--- src/rtl/counter_sweep_ctrl.sv ---
// counter_sweep_ctrl
//
// Sequencer for the up_down_counter datapath. A start request runs a
// triangle sweep 0 -> hi_limit -> 0, repeated num_sweeps times, by driving
// the counter's reset and direction pins. The returned count is compared
// every sweep cycle against an internal expected value; any difference
// aborts the run and raises a sticky error.
//
// Ports
//   clk          rising-edge clock
//   rst          synchronous active-high reset
//   start        run request, sampled only while idle
//   stop         abort an active run
//   hi_limit     sweep peak, latched when start is accepted
//   num_sweeps   number of full up/down sweeps, latched with start
//   busy         high while clearing or sweeping
//   done         one-cycle pulse at the end of every run
//   err          sticky count-mismatch flag
//   sweep_cnt    completed sweeps of the current or last run
//   cnt_rst      drives the counter's rst
//   cnt_up_down  drives the counter's up_down (1 = up)
//   cnt_count    counter's count output

module counter_sweep_ctrl #(
    parameter int WIDTH   = 4,
    parameter int SWEEP_W = 8
) (
    input  logic               clk,
    input  logic               rst,
    input  logic               start,
    input  logic               stop,
    input  logic [WIDTH-1:0]   hi_limit,
    input  logic [SWEEP_W-1:0] num_sweeps,
    output logic               busy,
    output logic               done,
    output logic               err,
    output logic [SWEEP_W-1:0] sweep_cnt,
    output logic               cnt_rst,
    output logic               cnt_up_down,
    input  logic [WIDTH-1:0]   cnt_count
);

    typedef enum logic [2:0] {
        S_IDLE,
        S_CLEAR,
        S_UP,
        S_DOWN,
        S_FINISH
    } state_t;

    // Registered output bundle; always loaded together with the state it
    // belongs to so the pins line up with the state they describe.
    typedef struct packed {
        logic rst;
        logic up;
        logic busy;
        logic done;
    } drv_t;

    function automatic drv_t drv_of(input state_t s);
        drv_t d;
        d.rst  = 1'b1;
        d.up   = 1'b1;
        d.busy = 1'b0;
        d.done = 1'b0;
        case (s)
            S_CLEAR: d.busy = 1'b1;
            S_UP: begin
                d.rst  = 1'b0;
                d.busy = 1'b1;
            end
            S_DOWN: begin
                d.rst  = 1'b0;
                d.up   = 1'b0;
                d.busy = 1'b1;
            end
            S_FINISH: d.done = 1'b1;
            default: ;
        endcase
        return d;
    endfunction

    state_t             state;
    drv_t               drv;
    logic [WIDTH-1:0]   hi_lim;
    logic [SWEEP_W-1:0] num_lim;
    logic [WIDTH-1:0]   exp;
    logic               mismatch;

    assign cnt_rst     = drv.rst;
    assign cnt_up_down = drv.up;
    assign busy        = drv.busy;
    assign done        = drv.done;

    // exp tracks what the counter must show in the current sweep cycle.
    assign mismatch = ((state == S_UP) || (state == S_DOWN)) && (cnt_count != exp);

    always_ff @(posedge clk) begin
        if (rst) begin
            state     <= S_IDLE;
            drv       <= drv_of(S_IDLE);
            err       <= 1'b0;
            sweep_cnt <= '0;
            hi_lim    <= '0;
            num_lim   <= '0;
            exp       <= '0;
        end else begin
            case (state)
                S_IDLE: begin
                    if (start) begin
                        hi_lim    <= hi_limit;
                        num_lim   <= num_sweeps;
                        err       <= 1'b0;
                        sweep_cnt <= '0;
                        // A zero peak or zero sweep count is a run with no sweep.
                        if ((hi_limit == '0) || (num_sweeps == '0)) begin
                            state <= S_FINISH;
                            drv   <= drv_of(S_FINISH);
                        end else begin
                            state <= S_CLEAR;
                            drv   <= drv_of(S_CLEAR);
                        end
                    end
                end

                S_CLEAR: begin
                    exp <= '0;
                    if (stop) begin
                        state <= S_FINISH;
                        drv   <= drv_of(S_FINISH);
                    end else begin
                        state <= S_UP;
                        drv   <= drv_of(S_UP);
                    end
                end

                S_UP: begin
                    if (mismatch) begin
                        err   <= 1'b1;
                        state <= S_FINISH;
                        drv   <= drv_of(S_FINISH);
                    end else if (stop) begin
                        state <= S_FINISH;
                        drv   <= drv_of(S_FINISH);
                    end else begin
                        exp <= exp + WIDTH'(1);
                        // Turn around on the edge where the counter reaches the peak.
                        if (exp == hi_lim - WIDTH'(1)) begin
                            state <= S_DOWN;
                            drv   <= drv_of(S_DOWN);
                        end
                    end
                end

                S_DOWN: begin
                    if (mismatch) begin
                        err   <= 1'b1;
                        state <= S_FINISH;
                        drv   <= drv_of(S_FINISH);
                    end else if (stop) begin
                        // Partial sweep: sweep_cnt deliberately left alone.
                        state <= S_FINISH;
                        drv   <= drv_of(S_FINISH);
                    end else begin
                        exp <= exp - WIDTH'(1);
                        // Counter returns to 0 on this edge: one sweep complete.
                        if (exp == WIDTH'(1)) begin
                            sweep_cnt <= sweep_cnt + SWEEP_W'(1);
                            if (sweep_cnt + SWEEP_W'(1) == num_lim) begin
                                state <= S_FINISH;
                                drv   <= drv_of(S_FINISH);
                            end else begin
                                state <= S_UP;
                                drv   <= drv_of(S_UP);
                            end
                        end
                    end
                end

                S_FINISH: begin
                    state <= S_IDLE;
                    drv   <= drv_of(S_IDLE);
                end

                default: begin
                    state <= S_IDLE;
                    drv   <= drv_of(S_IDLE);
                end
            endcase
        end
    end

endmodule

--- config.mk ---
export PLATFORM = sky130hd
export DESIGN_NAME = counter_sweep_ctrl
export DESIGN_NICKNAME = d
export VERILOG_FILES = /design/src/rtl/counter_sweep_ctrl.sv
export SDC_FILE = /design/constraint.sdc
export NUM_CORES = 1
export LEC_CHECK = 0
export ABC_AREA = 1
export CAP_MARGIN = 20
export CORE_ASPECT_RATIO = 0.8
export CORE_MARGIN = 3
export CORE_UTILIZATION = 35
export DETAILED_ROUTE_END_ITERATION = 16
export GPL_ROUTABILITY_DRIVEN = 0
export PLACE_DENSITY = 0.65
export SYNTH_ARGS = -nofsm -noshare
export SYNTH_HDL_FRONTEND = slang
export SYNTH_SLANG_ARGS = --single-unit
export TNS_END_PERCENT = 30
--- constraint.sdc ---
create_clock -name clk -period 4.8 [get_ports clk]
set_input_delay 0.96 -clock clk [delete_from_list [all_inputs] [get_ports clk]]
set_output_delay 0.96 -clock clk [all_outputs]
set_load 0.02 [all_outputs]
Word level (Yosys, flattened, before mapping) --
Cells that the tools add are included.
Operators by class: eq/ne operators 16, muxes and demuxes 35, $add $sub $neg 4, reductions and logical operators 15
Operator list (count):
- two-way mux 4 bit | 13
- two-way mux 8 bit | 4
- two-way mux 3 bit | 10
- one-hot mux 4 bit (4 select lines) | 1
- one-hot mux 8 bit (2 select lines) | 1
- one-hot mux 3 bit (4 select lines) | 1
- one-hot mux 4 bit (3 select lines) | 1
- != test 2 bit, second input constant | 5
- AND reduction 5 bit | 2
- adder 8 x 1 -> 8 bit, second input constant | 1
- equality test 8 bit | 1
- zero test 8 bit | 1
- != test 4 x 3 -> 1 bit, second input constant | 2
- subtractor 4 x 1 -> 4 bit, second input constant | 2
- equality test 3 x 2 -> 1 bit, second input constant | 2
- AND reduction 3 bit | 2
- adder 4 x 1 -> 4 bit, second input constant | 1
- equality test 4 x 1 -> 1 bit, second input constant | 1
- equality test 4 bit | 1
- zero test 4 bit | 1
- != test 2 x 1 -> 1 bit, second input constant | 2
- != test 4 bit | 1
- nonzero test 2 bit | 2
- equality test 3 x 1 -> 1 bit, second input constant | 1
- other kinds (9) | 11
Storage, ports and cells: logic and storage cells 80, register bits after elaboration 32, input bits 20, output and inout bits 13

Depth between registers and ports, before layout --
Gate-level depths: netlist (run 1).
word-level depth 7, gate-level depth with buffers 16, depth with buffers taken out 16

Worst setup path after synthesis (run 1) --
Ideal clock, no wire load.
path kind in2reg, start input cnt_count[1], end register sweep_cnt[3], setup time 0.080 ns, setup slack 2.808 ns, data arrival time 1.912 ns, buffers on the path 1, data required time 4.720 ns, stages on the path 9, path through xor2_1 > nor2_1 > nand2_1 > nand2_1 > nand2_2 > nand2_2 > nand2_4 > buf_6 > a211oi_2
Between the ends: longest elaborated chain between the ends 4
Ends and longest elaborated chain:
- start, declared | RTL line 40 | input logic [WIDTH-1:0] cnt_count
- != test 4 bit | RTL line 96 | assign mismatch = ((state == S_UP) || (state == S_DOWN)) && (cnt_count != exp);
- logical AND 1 bit | RTL line 96
- != test 2 bit (no line)
- AND reduction 5 bit (no line)
- end signal, assigned | RTL line 168 | sweep_cnt <= sweep_cnt + SWEEP_W'(1);
- end, declared | RTL line 37 | output logic [SWEEP_W-1:0] sweep_cnt,
Every way passes these cells. A chain may end at the register's enable or synchronous reset.

Final worst setup path (run 1) --
start input start, end register sweep_cnt[3]
Between the ends: longest elaborated chain between the ends 2
Ends and longest elaborated chain:
- start, declared | RTL line 30 | input logic start,
- != test 2 bit (no line)
- AND reduction 5 bit (no line)
Every way passes these cells.

==> results of run 1 <==
## metal layers
metal / vias up / global-route usage [%]
li1: 1058 / -
met1: 899 / 22.9
met2: 46 / 22.7
met3: 9 / 3.68
met4: 0 / 6.45
met5: - / 0
## how the worst max path moves through the flow
stage,start,to,slack (ps),cells past startpoint
floorplan,cnt_count[1],sweep_cnt[3],2810,9
global placement,start,sweep_cnt[3],2070,6
detailed placement,start,sweep_cnt[0],2090,6
CTS,start,sweep_cnt[0],2390,6
global route,start,sweep_cnt[3],2230,6
finish,start,sweep_cnt[3],2360,6
## final cells by class
type | count | area (sq um)
Multi-Input combinational cell | 227 | 1200
Tap cell | 78 | 97.6
Timing Repair Buffer | 32 | 320
Inverter | 40 | 153
Fill cell | 569 | 3030
Sequential cell | 31 | 621
Clock buffer | 6 | 72.6
## worst max-delay path: stages
cell and delay (ps):
sky130_fd_sc_hd__clkdlybuf4s50_1 540, sky130_fd_sc_hd__nand2_1 450, sky130_fd_sc_hd__o21ai_4 230, sky130_fd_sc_hd__nand2_4 160
sky130_fd_sc_hd__a21oi_1 190, sky130_fd_sc_hd__a211oi_2 50
## cell usage in the layout (no fill, tap or decap), drive strengths merged
master and n:
inv 40, o32ai 1, o211ai 1, clkbuf 6
nand3 30, a21oi 32, and2 1, o21ai 24
or2 3, nor3 2, clkdlybuf4s50 32, a32oi 1
nor2 30, nand2 82, ha 5, a22oi 2
xor2 5, dfxtp 31, a211oi 3, nand4 3
xnor2 1, o221ai 1
## state kept, by name, indices dropped and copies added, names as in the netlist
signal / cells
exp: 4
cnt_up_down: 1
sweep_cnt: 8
state: 2
busy: 1
num_lim: 8
done: 1
err: 1
hi_lim: 4
cnt_rst: 1
## cells by family after synthesis
group / synth area share, %
adders and majority gates: 3.12
DFF: 30.9
buffers and inverters: 9.16
AOI/OAI and AO/OA: 19.4
xor gates and xnor gates: 2.62
and+or+nand+nor: 34.8
## power by group
| group | total (W) | switching, W | internal, W |
|---|---|---|---|
| Sequential | 0.000348 | 0.0000461 | 0.000302 |
| Combinational | 0.000384 | 0.000233 | 0.000151 |
| Clock | 0.000191 | 0.0000944 | 0.0000966 |
## per-stage QoR
stage | hold WS (ps) | instances | cell area [sq um]
2_1_floorplan | 444 | 304 | 2010
3_3_place_gp | 464 | 408 | 2390
3_5_place_dp | 458 | 408 | 2390
4_1_cts | 477 | 414 | 2470
5_1_grt | 497 | 414 | 2470
6_report | 473 | 414 | 2470
==> flow_summary.html, run 1 <==
<table>
<tr><th>Metric</th><th>Value</th></tr>
<tr><th colspan="2">Place</th></tr>
<tr><td>Place WS</td><td>2090 ps</td></tr>
<tr><td>PortBufs</td><td>32</td></tr>
<tr><td>Estimated wirelength of the detail-placed design</td><td>3.85 mm</td></tr>
<tr><th colspan="2">Setup path</th></tr>
<tr><td>Worst Path Max Fanout</td><td>23</td></tr>
<tr><td>Number of cells traversed by the worst register-to-register path</td><td>14</td></tr>
<tr><td>Category of the most critical setup path</td><td>input port to flip-flop</td></tr>
<tr><td>FF-to-FF setup slack</td><td>2710 ps</td></tr>
<tr><td>Data required time at the worst endpoint</td><td>4940 ps</td></tr>
<tr><td>Capture point of the worst reg-to-reg path</td><td>cnt_rst</td></tr>
<tr><td>Reg2reg start</td><td>sweep_cnt[0]</td></tr>
<tr><td>CP startpoint kind</td><td>input port</td></tr>
<tr><td>Data arrival time at the worst-slack endpoint</td><td>2580 ps</td></tr>
<tr><td>Type of destination of the critical path</td><td>flip-flop</td></tr>
<tr><th colspan="2">Final layout</th></tr>
<tr><td>Share of cells above drive strength 1</td><td>roughly 13%</td></tr>
<tr><td>Final net count</td><td>roughly 360</td></tr>
<tr><td>Antenna diode instance count</td><td>0</td></tr>
<tr><td>Post-Route Utilization</td><td>44.9%</td></tr>
<tr><td>Layout overhead on the synthesized area</td><td>22.9%</td></tr>
<tr><th colspan="2">Synthesis</th></tr>
<tr><td>Sequential area share after synthesis</td><td>30.9%</td></tr>
<tr><td>Post-Syn Area</td><td>2010 sq um</td></tr>
<tr><td>Netlist cell types</td><td>36</td></tr>
<tr><td>Post-synth EDFFs</td><td>0</td></tr>
<tr><td>Avg Inst Size Synth</td><td>6.61 sq um</td></tr>
<tr><td>Cell with the most instances after synthesis</td><td>sky130_fd_sc_hd__nand2_1</td></tr>
<tr><td>Number of storage elements in the synthesis netlist</td><td>31</td></tr>
<tr><td>Instance count of the mapped netlist</td><td>around 300</td></tr>
<tr><td>Post-synth top area share</td><td>slightly above 30%</td></tr>
<tr><td>Total number of yosys warnings</td><td>0</td></tr>
<tr><td>Synth area leaders</td><td>sky130_fd_sc_hd__dfxtp_1, sky130_fd_sc_hd__nand2_1, sky130_fd_sc_hd__a21oi_1</td></tr>
<tr><td>Largest area contributor in the netlist</td><td>sky130_fd_sc_hd__dfxtp_1</td></tr>
<tr><td>Synth top cells by count</td><td>sky130_fd_sc_hd__nand2_1, sky130_fd_sc_hd__dfxtp_1, sky130_fd_sc_hd__a21oi_1, sky130_fd_sc_hd__nand3_1, sky130_fd_sc_hd__inv_1</td></tr>
<tr><td>Primary flip-flop cell chosen by synthesis mapping</td><td>sky130_fd_sc_hd__dfxtp_1</td></tr>
<tr><td>FFs w/ async S/R, synth</td><td>0%</td></tr>
<tr><td>Post-synthesis net count</td><td>between 300 and 400</td></tr>
<tr><th colspan="2">Worst hold path</th></tr>
<tr><td>Destination of the worst hold path</td><td>num_lim[2]</td></tr>
<tr><td>Hold path startpoint</td><td>num_lim[2]</td></tr>
<tr><td>Number of cells on the worst hold path</td><td>2</td></tr>
<tr><td>Class of the worst hold path</td><td>flip-flop to flip-flop</td></tr>
<tr><th colspan="2">Power and ir drop</th></tr>
<tr><td>Overall Power</td><td>0.000923 W</td></tr>
<tr><td>Lkg Pwr</td><td>1.03 nW</td></tr>
<tr><td>Worst ir drop on vdd</td><td>0.000174 V</td></tr>
<tr><td>Pwr dens</td><td>374 nW/um^2</td></tr>
<tr><th colspan="2">Routing</th></tr>
<tr><td>DRT met1 WL</td><td>2.71 mm</td></tr>
<tr><td>Routed wire length</td><td>5.12 mm</td></tr>
<tr><td>Uppermost layer routed</td><td>met4</td></tr>
<tr><td>Met3 routed WL</td><td>297 um</td></tr>
<tr><td>Remaining antenna violation count after routing</td><td>0</td></tr>
<tr><td>Wire length on met2</td><td>between 2 and 2.5 mm</td></tr>
<tr><td>Routed via count</td><td>2,012</td></tr>
<tr><td>Average wire length per cell after detail routing</td><td>12.4 um</td></tr>
<tr><td>TritonRoute pass-1 iters</td><td>4</td></tr>
<tr><td>Residual DRC</td><td>0</td></tr>
<tr><td>Number of DRC violations after detailed-routing iteration 0</td><td>161</td></tr>
<tr><td>Average via count per standard cell</td><td>slightly below 5</td></tr>
<tr><th colspan="2">Clock network</th></tr>
<tr><td>Clk pin slew, worst setup/hold paths</td><td>70 ps</td></tr>
<tr><td>H-tree depth</td><td>2</td></tr>
<tr><td>Post-cts sizing count</td><td>0</td></tr>
<tr><td>Hold Buf Count CTS</td><td>0</td></tr>
<tr><td>Skew-Pair Late Insertion Delay</td><td>about 280 ps</td></tr>
<tr><td>TritonCTS clock tree</td><td>built</td></tr>
<tr><td>Number of sinks driven by the clock tree</td><td>31</td></tr>
<tr><td>CTS root buf</td><td>sky130_fd_sc_hd__clkbuf_8</td></tr>
<tr><td>Buffer count from post-CTS setup fixing</td><td>0</td></tr>
<tr><td>CTS Buf Count</td><td>5</td></tr>
<tr><td>Maximum buffer depth of the clock tree</td><td>2</td></tr>
<tr><th colspan="2">Timing</th></tr>
<tr><td>Headroom to the max-slew limit</td><td>53.0%</td></tr>
<tr><td>Unrepaired setup endpoints after global routing</td><td>no</td></tr>
<tr><td>Maximum frequency from static timing analysis</td><td>0.410 GHz</td></tr>
<tr><td>Final worst path period share</td><td>50.8%</td></tr>
<tr><td>Worst Clk Skew</td><td>6.13 ps</td></tr>
<tr><td>Slew at the pin closest to its max-slew limit</td><td>703 ps</td></tr>
<tr><td>Final-report max-slew violation count</td><td>0</td></tr>
<tr><td>Post-layout min period</td><td>around 2400 ps</td></tr>
<tr><td>Final setup violation count</td><td>0</td></tr>
<tr><td>Setup TNS</td><td>0 ps</td></tr>
<tr><td>Number of failing hold endpoints at the final stage</td><td>0</td></tr>
<tr><td>Setup slack of the critical path after layout</td><td>2360 ps</td></tr>
<tr><th colspan="2">Die</th></tr>
<tr><td># rows</td><td>24</td></tr>
<tr><td>Die X</td><td>90.7 um</td></tr>
<tr><td>Initial cell density of the core</td><td>a little over a third</td></tr>
<tr><td>Number of placed I/O pins</td><td>33</td></tr>
<tr><td>Die Ht</td><td>73.8 um</td></tr>
<tr><td>Standard cell core area</td><td>5500 sq um</td></tr>
<tr><td>Die ar.</td><td>6690 sq um</td></tr>
<tr><th colspan="2">Global route</th></tr>
<tr><td>Remaining global-route overflow</td><td>0</td></tr>
<tr><td>Initial antenna violation count</td><td>0</td></tr>
<tr><td>Global-route wire length before repair</td><td>8.47 mm</td></tr>
<tr><td>Number of global-route vias before repair</td><td>1,835</td></tr>
<tr><td>Pin count of the biggest net entering global routing</td><td>24</td></tr>
<tr><td>GRT Overall Usage</td><td>15.9%</td></tr>
<tr><th colspan="2">Status</th></tr>
<tr><td>Run status</td><td>finished, final reports clean</td></tr>
<tr><th colspan="2">Flow run</th></tr>
<tr><td>Max Cap Violations</td><td>0</td></tr>
</table>
(Power assumes the default switching activity.)
==> run 2, diff against run 1 <==
--- a/config.mk
+++ b/config.mk
@@ -12,7 +12,7 @@
 export CORE_UTILIZATION = 35
 export DETAILED_ROUTE_END_ITERATION = 16
 export GPL_ROUTABILITY_DRIVEN = 0
-export PLACE_DENSITY = 0.65
+export PLACE_DENSITY = 0.67
 export SYNTH_ARGS = -nofsm -noshare
 export SYNTH_HDL_FRONTEND = slang
 export SYNTH_SLANG_ARGS = --single-unit
==> constraint.sdc (replaced) <==
create_clock -name clk -period 2.2 [get_ports clk]
set_input_delay 0.44 -clock clk [delete_from_list [all_inputs] [get_ports clk]]
set_output_delay 0.44 -clock clk [all_outputs]
set_load 0.02 [all_outputs]
==> run 2 against run 1 <==
Compared with the run above:
- setup slack got worse by 2100 ps
- total power is 120% higher
- routed wire length increased by 3.7%
- via count grew 2.9%
- final area grew 2.3%
- critical endpoint is now cnt_rst
- first-iteration DRC count fell by 5.0%
- critical path depth is 10 higher
- die area unchanged
- final cell count grew 1.9%
- clock power grew 130%
- non-clock buffer count grew 6
==> flow_summary.html, run 2 (synthesis results as in run 1) <==
<table>
<tr><th>Metric</th><th>Value</th></tr>
<tr><th colspan="2">Routing</th></tr>
<tr><td>Average via count per standard cell</td><td>4.91 (+0.98%)</td></tr>
<tr><td>Routed wire length</td><td>5.30 mm (+3.7%)</td></tr>
<tr><td>Residual DRC</td><td>0 (unchanged)</td></tr>
<tr><td>Routed via count</td><td>2,071 (+2.9%)</td></tr>
<tr><td>Remaining antenna violation count after routing</td><td>0 (unchanged)</td></tr>
<tr><td>Number of DRC violations after detailed-routing iteration 0</td><td>153 (-5.0%)</td></tr>
<tr><td>TritonRoute pass-1 iters</td><td>5 (+1)</td></tr>
<tr><td>Average wire length per cell after detail routing</td><td>12.6 um (+1.7%)</td></tr>
<tr><th colspan="2">Timing</th></tr>
<tr><td>Post-layout min period</td><td>1890 ps</td></tr>
<tr><td>Setup TNS</td><td>0 ps (unchanged)</td></tr>
<tr><td>Final setup violation count</td><td>0 (unchanged)</td></tr>
<tr><td>Headroom to the max-slew limit</td><td>59.6% (+6.5 points)</td></tr>
<tr><td>Maximum frequency from static timing analysis</td><td>0.530 GHz</td></tr>
<tr><td>Number of failing hold endpoints at the final stage</td><td>0 (unchanged)</td></tr>
<tr><td>Final-report max-slew violation count</td><td>0 (unchanged)</td></tr>
<tr><td>Unrepaired setup endpoints after global routing</td><td>no</td></tr>
<tr><td>Slew at the pin closest to its max-slew limit</td><td>606 ps (-96.7 ps)</td></tr>
<tr><td>Worst Clk Skew</td><td>7.23 ps (+1.10 ps)</td></tr>
<tr><td>Final worst path period share</td><td>between 80 and 90%</td></tr>
<tr><th colspan="2">Clock network</th></tr>
<tr><td>TritonCTS clock tree</td><td>built</td></tr>
<tr><td>Maximum buffer depth of the clock tree</td><td>2 (unchanged)</td></tr>
<tr><td>H-tree depth</td><td>2 (unchanged)</td></tr>
<tr><td>Buffer count from post-CTS setup fixing</td><td>0 (unchanged)</td></tr>
<tr><td>Skew-Pair Late Insertion Delay</td><td>290 ps (about the same)</td></tr>
<tr><td>Hold Buf Count CTS</td><td>0 (unchanged)</td></tr>
<tr><td>Number of sinks driven by the clock tree</td><td>31 (unchanged)</td></tr>
<tr><td>Clk pin slew, worst setup/hold paths</td><td>70 ps (about the same)</td></tr>
<tr><td>CTS root buf</td><td>sky130_fd_sc_hd__clkbuf_8</td></tr>
<tr><td>Post-cts sizing count</td><td>0 (unchanged)</td></tr>
<tr><td>CTS Buf Count</td><td>5 (unchanged)</td></tr>
<tr><th colspan="2">Final layout</th></tr>
<tr><td>Antenna diode instance count</td><td>0 (unchanged)</td></tr>
<tr><td>Post-Route Utilization</td><td>45.9% (+1.0 points)</td></tr>
<tr><td>Area of all placed cells without fillers</td><td>2520 sq um (+2.3%)</td></tr>
<tr><td>Sequential cell area in the final layout</td><td>621 sq um (unchanged)</td></tr>
<tr><td>Area used by multi-input combinational logic</td><td>1200 sq um (unchanged)</td></tr>
<tr><td>Regs by FF count</td><td>num_lim (8), sweep_cnt (8)</td></tr>
<tr><td>Final net count</td><td>368 (+1.7%)</td></tr>
<tr><td>Leading cell type in the layout, fill and taps excluded</td><td>sky130_fd_sc_hd__nand2_1</td></tr>
<tr><td>Layout overhead on the synthesized area</td><td>25.7%</td></tr>
<tr><td>Most frequent cells in the layout</td><td>sky130_fd_sc_hd__nand2_1, sky130_fd_sc_hd__clkdlybuf4s50_1, sky130_fd_sc_hd__dfxtp_1</td></tr>
<tr><td>Number of fill cells</td><td>571 (+0.35%)</td></tr>
<tr><td>Share of cells above drive strength 1</td><td>14.8% (+2.3 points)</td></tr>
<tr><th colspan="2">Flow run</th></tr>
<tr><td>Max Cap Violations</td><td>0 (unchanged)</td></tr>
<tr><th colspan="2">Die</th></tr>
<tr><td>Die X</td><td>90.7 um (unchanged)</td></tr>
<tr><td>Number of placed I/O pins</td><td>33 (unchanged)</td></tr>
<tr><td># rows</td><td>24 (unchanged)</td></tr>
<tr><td>Initial cell density of the core</td><td>36.5% (unchanged)</td></tr>
<tr><td>Die ar.</td><td>6690 sq um (unchanged)</td></tr>
<tr><td>Die Ht</td><td>73.8 um (unchanged)</td></tr>
<tr><td>Standard cell core area</td><td>5500 sq um (unchanged)</td></tr>
<tr><th colspan="2">Global route</th></tr>
<tr><td>Remaining global-route overflow</td><td>0 (unchanged)</td></tr>
<tr><td>Number of global-route vias before repair</td><td>1,888 (+2.9%)</td></tr>
<tr><td>Pin count of the biggest net entering global routing</td><td>23 (-4.2%)</td></tr>
<tr><td>GRT Overall Usage</td><td>16.7% (+0.83 points)</td></tr>
<tr><td>Initial antenna violation count</td><td>0 (unchanged)</td></tr>
<tr><td>Global-route wire length before repair</td><td>8.93 mm (+5.4%)</td></tr>
<tr><th colspan="2">Setup path</th></tr>
<tr><td>Data required time at the worst endpoint</td><td>2380 ps (-2560 ps)</td></tr>
<tr><td>Worst-path cell chain</td><td>inv_1 &gt; ha_1 &gt; inv_1 &gt; nand2_1 &gt; nand2_1 &gt; nand2_1 &gt; nor2_1 &gt; nand2_1 &gt; nand2_1 &gt; nand2_1 &gt; nand2_4 &gt; nand2_2 &gt; nor2_2 &gt; nand2_2 &gt; o21ai_1 &gt; nand2_1</td></tr>
<tr><td>CP startpoint kind</td><td>flip-flop</td></tr>
<tr><td>Biggest cell delay along the critical path</td><td>340 ps (-200 ps)</td></tr>
<tr><td>Crit-path most repeated cell</td><td>sky130_fd_sc_hd__nand2_1</td></tr>
<tr><td>Type of destination of the critical path</td><td>flip-flop</td></tr>
<tr><td>Category of cells accounting for the largest share of critical-path delay</td><td>simple AND/OR/NAND/NOR gates</td></tr>
<tr><td>Category of the most critical setup path</td><td>flip-flop to flip-flop</td></tr>
<tr><td>Worst Path Max Fanout</td><td>4 (-83%)</td></tr>
<tr><td>Slowest stage cell, crit path</td><td>sky130_fd_sc_hd__dfxtp_1</td></tr>
<tr><td>Crit path buf inv count</td><td>2 (+1)</td></tr>
<tr><td>Data arrival time at the worst-slack endpoint</td><td>2070 ps (-510 ps)</td></tr>
<tr><th colspan="2">Status</th></tr>
<tr><td>Run status</td><td>finished, final reports clean</td></tr>
<tr><th colspan="2">Power and ir drop</th></tr>
<tr><td>Overall Power</td><td>0.00207 W (+120%)</td></tr>
<tr><td>Pwr dens</td><td>819 nW/um^2 (+120%)</td></tr>
<tr><td>Lkg Pwr</td><td>1.07 nW (+4.0%)</td></tr>
<tr><td>Worst ir drop on vdd</td><td>0.000468 V (+170%)</td></tr>
<tr><th colspan="2">Place</th></tr>
<tr><td>Area post-placement</td><td>2440 sq um (+1.9%)</td></tr>
<tr><td>Estimated wirelength of the detail-placed design</td><td>4.04 mm (+4.9%)</td></tr>
<tr><td>PortBufs</td><td>32 (unchanged)</td></tr>
<tr><th colspan="2">Worst hold path</th></tr>
<tr><td>Class of the worst hold path</td><td>flip-flop to flip-flop</td></tr>
</table>
## run 2: cell count changes in the layout (fill, tap and decap cells not counted)
| cell | delta |
|---|---|
| sky130_fd_sc_hd__buf_4 | +6 |
| sky130_fd_sc_hd__clkinv_2 | +3 |
| sky130_fd_sc_hd__clkbuf_1 | -1 |
## run 2: cell type report
class / count / share of cell area, %
flip-flops and latches: 31 / 24.6
inverters: 40 / 6.05
clock buffers: 5 / 2.73
repair buffers: 38 / 14.5
clock inverters: 3 / 0.595
multi-input cells: 227 / 47.7
well taps: 78 / 3.87
## run 2: power breakdown
group / internal [W] / leakage, nW / switching (W)
combinational: 0.000343 / 0.771 / 0.000527
clock: 0.000216 / 0.0477 / 0.000224
sequential: 0.000659 / 0.255 / 0.0000975
total: 0.00122 / 1.07 / 0.000848
## run 2: path summary, 6_finish.rpt
path         startpoint  endpoint  slack [ps]  cells after the start
max           hi_lim[0]   cnt_rst         310                     16
min                 err       err         470                      2
max reg2reg   hi_lim[0]   cnt_rst         310                     16
min reg2reg         err       err         470                      2
## run 2: per-layer routing
layer	vias up	part of all wire (%)	track usage [%]
met5	-	0	0
met4	0	1.4	4.75
met3	9	6.6	4.09
met2	53	41	24.8
met1	930	51	24.0
li1	1079	-	-
## run 2: stage by stage
step / hold WS (ps) / worst slack, ps / cells
after floorplan: 444 / 427 / 304
after global placement: 460 / 209 / 414
after detailed placement: 458 / 145 / 414
after CTS: 474 / 317 / 422
after global routing: 502 / 81.4 / 422
final: 470 / 312 / 422
## run 2: worst register-to-register path, cell delays in order (launching register included)
cell	delay (ps)
sky130_fd_sc_hd__dfxtp_1	340
sky130_fd_sc_hd__inv_1	90
sky130_fd_sc_hd__ha_1	320
sky130_fd_sc_hd__inv_1	60
sky130_fd_sc_hd__nand2_1	40
sky130_fd_sc_hd__nand2_1	60
sky130_fd_sc_hd__nand2_1	40
sky130_fd_sc_hd__nor2_1	90
sky130_fd_sc_hd__nand2_1	80
sky130_fd_sc_hd__nand2_1	70
sky130_fd_sc_hd__nand2_1	80
sky130_fd_sc_hd__nand2_4	80
sky130_fd_sc_hd__nand2_2	80
sky130_fd_sc_hd__nor2_2	110
sky130_fd_sc_hd__nand2_2	90
sky130_fd_sc_hd__o21ai_1	80
sky130_fd_sc_hd__nand2_1	60
==> run 3, diff against run 2 <==
--- a/config.mk
+++ b/config.mk
@@ -13,6 +13,8 @@
 export DETAILED_ROUTE_END_ITERATION = 16
 export GPL_ROUTABILITY_DRIVEN = 0
 export PLACE_DENSITY = 0.67
+export RECOVER_POWER = 100
+export SETUP_SLACK_MARGIN = 0.4
 export SYNTH_ARGS = -nofsm -noshare
 export SYNTH_HDL_FRONTEND = slang
 export SYNTH_SLANG_ARGS = --single-unit
==> run 3 against run 2 <==
Compared with the run above:
- flip-flop and latch count is the same
- critical path type is now flip-flop to primary output
- non-clock buffer count grew 5
- highest routed layer unchanged
- sequential power is 0.9% higher
- final cell count increased by 1.2%
- fmax grew 0.99%
==> flow_summary.html, run 3 (synthesis results as in run 1) <==
<table>
<tr><th>Metric</th><th>Value</th></tr>
<tr><th colspan="2">Final layout</th></tr>
<tr><td>Sequential cell area in the final layout</td><td>629 sq um (+1.4%)</td></tr>
<tr><td>Final net count</td><td>373 (+1.4%)</td></tr>
<tr><td>Regs by FF count</td><td>num_lim (8), sweep_cnt (8)</td></tr>
<tr><td>Share of cells above drive strength 1</td><td>20.3% (+5.5 points)</td></tr>
<tr><td>Leading cell type in the layout, fill and taps excluded</td><td>sky130_fd_sc_hd__nand2_1</td></tr>
<tr><td>Number of standard cells in the final layout excluding fillers</td><td>427 (+1.2%)</td></tr>
<tr><td>Antenna diode instance count</td><td>0 (unchanged)</td></tr>
<tr><td>Layout overhead on the synthesized area</td><td>32.1%</td></tr>
<tr><td>Number of fill cells</td><td>559 (-2.1%)</td></tr>
<tr><td>Area used by multi-input combinational logic</td><td>1280 sq um (+6.5%)</td></tr>
<tr><td>Area of all placed cells without fillers</td><td>2650 sq um (+5.2%)</td></tr>
<tr><td>Most frequent cells in the layout</td><td>sky130_fd_sc_hd__nand2_1, sky130_fd_sc_hd__nand3_1, sky130_fd_sc_hd__a21oi_1</td></tr>
<tr><th colspan="2">Place</th></tr>
<tr><td>Estimated wirelength of the detail-placed design</td><td>4.04 mm (unchanged)</td></tr>
<tr><td>PortBufs</td><td>32 (unchanged)</td></tr>
<tr><td>Area post-placement</td><td>2440 sq um (unchanged)</td></tr>
<tr><td>Dpl cells</td><td>414 (unchanged)</td></tr>
<tr><th colspan="2">Setup path</th></tr>
<tr><td>Crit path buf inv count</td><td>1 (-1)</td></tr>
<tr><td>Cell depth of the worst setup path</td><td>1 (-15)</td></tr>
<tr><td>Worst-path cell chain</td><td>dlygate4sd3_1</td></tr>
<tr><td>Category of cells accounting for the largest share of critical-path delay</td><td>buffers and inverters</td></tr>
<tr><td>CP startpoint kind</td><td>flip-flop</td></tr>
<tr><td>FF-to-FF setup slack</td><td>370 ps (+60 ps)</td></tr>
<tr><td>Category of the most critical setup path</td><td>flip-flop to primary output</td></tr>
<tr><td>Worst Setup EP</td><td>done</td></tr>
<tr><td>Timing startpoint of the critical path</td><td>done</td></tr>
<tr><td>Number of cells traversed by the worst register-to-register path</td><td>12 (-4)</td></tr>
<tr><td>Data required time at the worst endpoint</td><td>1760 ps (-620 ps)</td></tr>
<tr><td>Capture point of the worst reg-to-reg path</td><td>done</td></tr>
<tr><td>Worst Path Max Fanout</td><td>4 (unchanged)</td></tr>
<tr><td>Data arrival time at the worst-slack endpoint</td><td>1430 ps (-640 ps)</td></tr>
<tr><td>Reg2reg start</td><td>sweep_cnt[2]</td></tr>
<tr><td>Biggest cell delay along the critical path</td><td>710 ps (+370 ps)</td></tr>
<tr><td>Type of destination of the critical path</td><td>primary output</td></tr>
<tr><td>Slowest stage cell, crit path</td><td>sky130_fd_sc_hd__dlygate4sd3_1</td></tr>
<tr><th colspan="2">Timing</th></tr>
<tr><td>Worst Clk Skew</td><td>6.26 ps (-0.969 ps)</td></tr>
<tr><td>Headroom to the max-slew limit</td><td>59.5% (-0.091 points)</td></tr>
<tr><td>Setup TNS</td><td>0 ps (unchanged)</td></tr>
<tr><td>Final worst path period share</td><td>85.0% (-0.84 points)</td></tr>
<tr><td>Slew at the pin closest to its max-slew limit</td><td>607 ps (+1.36 ps)</td></tr>
<tr><td>Maximum frequency from static timing analysis</td><td>0.535 GHz (+0.99%)</td></tr>
<tr><td>Final setup violation count</td><td>0 (unchanged)</td></tr>
<tr><td>Unrepaired setup endpoints after global routing</td><td>yes</td></tr>
<tr><td>Post-layout min period</td><td>1870 ps (-18.5 ps)</td></tr>
<tr><td>Hold WS</td><td>468 ps (-1.50 ps)</td></tr>
<tr><td>Number of failing hold endpoints at the final stage</td><td>0 (unchanged)</td></tr>
<tr><td>Final-report max-slew violation count</td><td>0 (unchanged)</td></tr>
<tr><th colspan="2">Power and ir drop</th></tr>
<tr><td>Overall Power</td><td>0.00212 W (+2.7%)</td></tr>
<tr><td>Lkg Pwr</td><td>1.18 nW (+9.8%)</td></tr>
<tr><td>Pwr dens</td><td>800 nW/um^2 (-2.3%)</td></tr>
<tr><td>Worst ir drop on vdd</td><td>0.000484 V (+3.4%)</td></tr>
<tr><th colspan="2">Worst hold path</th></tr>
<tr><td>Class of the worst hold path</td><td>flip-flop to flip-flop</td></tr>
<tr><th colspan="2">Die</th></tr>
<tr><td>Initial cell density of the core</td><td>36.5% (unchanged)</td></tr>
<tr><td>Die X</td><td>90.7 um (unchanged)</td></tr>
<tr><td>Standard cell core area</td><td>5500 sq um (unchanged)</td></tr>
<tr><td>Number of placed I/O pins</td><td>33 (unchanged)</td></tr>
<tr><td>Die Ht</td><td>73.8 um (unchanged)</td></tr>
<tr><td># rows</td><td>24 (unchanged)</td></tr>
<tr><td>Die ar.</td><td>6690 sq um (unchanged)</td></tr>
<tr><th colspan="2">Global route</th></tr>
<tr><td>Pin count of the biggest net entering global routing</td><td>23 (unchanged)</td></tr>
<tr><td>Initial antenna violation count</td><td>0 (unchanged)</td></tr>
<tr><td>Remaining global-route overflow</td><td>0 (unchanged)</td></tr>
<tr><td>Global-route wire length before repair</td><td>8.93 mm (unchanged)</td></tr>
<tr><td>Number of global-route vias before repair</td><td>1,899 (+0.58%)</td></tr>
<tr><td>GRT Overall Usage</td><td>16.8% (+0.022 points)</td></tr>
<tr><th colspan="2">Routing</th></tr>
<tr><td>Residual DRC</td><td>0 (unchanged)</td></tr>
<tr><td>TritonRoute pass-1 iters</td><td>4 (-1)</td></tr>
<tr><td>Routed wire length</td><td>5.52 mm (+4.1%)</td></tr>
<tr><td>Average wire length per cell after detail routing</td><td>12.9 um (+2.9%)</td></tr>
<tr><td>Routed via count</td><td>2,104 (+1.6%)</td></tr>
<tr><td>Average via count per standard cell</td><td>4.93 (+0.40%)</td></tr>
<tr><td>Remaining antenna violation count after routing</td><td>0 (unchanged)</td></tr>
<tr><td>Number of DRC violations after detailed-routing iteration 0</td><td>137 (-10%)</td></tr>
<tr><th colspan="2">Clock network</th></tr>
<tr><td>Clk pin slew, worst setup/hold paths</td><td>70 ps (about the same)</td></tr>
<tr><td>TritonCTS clock tree</td><td>built</td></tr>
<tr><td>CTS root buf</td><td>sky130_fd_sc_hd__clkbuf_8</td></tr>
<tr><td>CTS Buf Count</td><td>5 (unchanged)</td></tr>
<tr><td>Skew-Pair Late Insertion Delay</td><td>290 ps (about the same)</td></tr>
<tr><td>H-tree depth</td><td>2 (unchanged)</td></tr>
<tr><td>Number of sinks driven by the clock tree</td><td>31 (unchanged)</td></tr>
<tr><td>Maximum buffer depth of the clock tree</td><td>2 (unchanged)</td></tr>
<tr><th colspan="2">Status</th></tr>
<tr><td>Run status</td><td>finished, final reports clean</td></tr>
<tr><th colspan="2">Flow run</th></tr>
<tr><td>Max Cap Violations</td><td>0 (unchanged)</td></tr>
</table>
-- run 3: final cells by class --
type | instances | share of cell area [%]
well taps | 78 | 3.68
inverters | 40 | 5.94
clock inverters | 3 | 0.566
repair buffers | 43 | 15.2
multi-input cells | 227 | 48.3
clock buffers | 5 | 2.59
flip-flops and latches | 31 | 23.7
-- run 3: power breakdown --
group	internal, W	leakage [nW]	switching (W)
registers	0.000661	0.257	0.000103
clock network	0.000216	0.0477	0.000230
logic	0.000359	0.873	0.000552
total	0.00124	1.18	0.000886
-- run 3: per-stage QoR --
stage / worst slack, ps / utilization, %
after global routing: 190 / 48.3
final: 330 / 48.3
after global placement: 209 / 44.4
after CTS: 345 / 46.2
after detailed placement: 145 / 44.4
after floorplan: 427 / -
-- run 3: worst min path at each step --
| stage | from | end | cells after the start |
|---|---|---|---|
| floorplan | num_lim[2] | num_lim[2] | 2 |
| global placement | cnt_rst | cnt_rst | 2 |
| detailed placement | cnt_rst | cnt_rst | 2 |
| CTS | num_lim[2] | num_lim[2] | 2 |
| global route | num_lim[7] | num_lim[7] | 2 |
| finish | err | err | 2 |
-- run 3: metal layers --
metal | vias to the layer above | GRT usage, % | wire length [um]
li1 | 1084 | - | -
met3 | 9 | 4.09 | 374
met1 | 961 | 23.9 | 2720
met2 | 50 | 25.0 | 2340
met4 | 0 | 4.92 | 82
met5 | - | 0 | 0
-- run 3: what timing repair did --
item,CTS,global route
gates resized for setup,5,36
buffers inserted,0,5
hold buffers,0,0
endpoints found under the setup margin,10,21
pin swaps,2,17
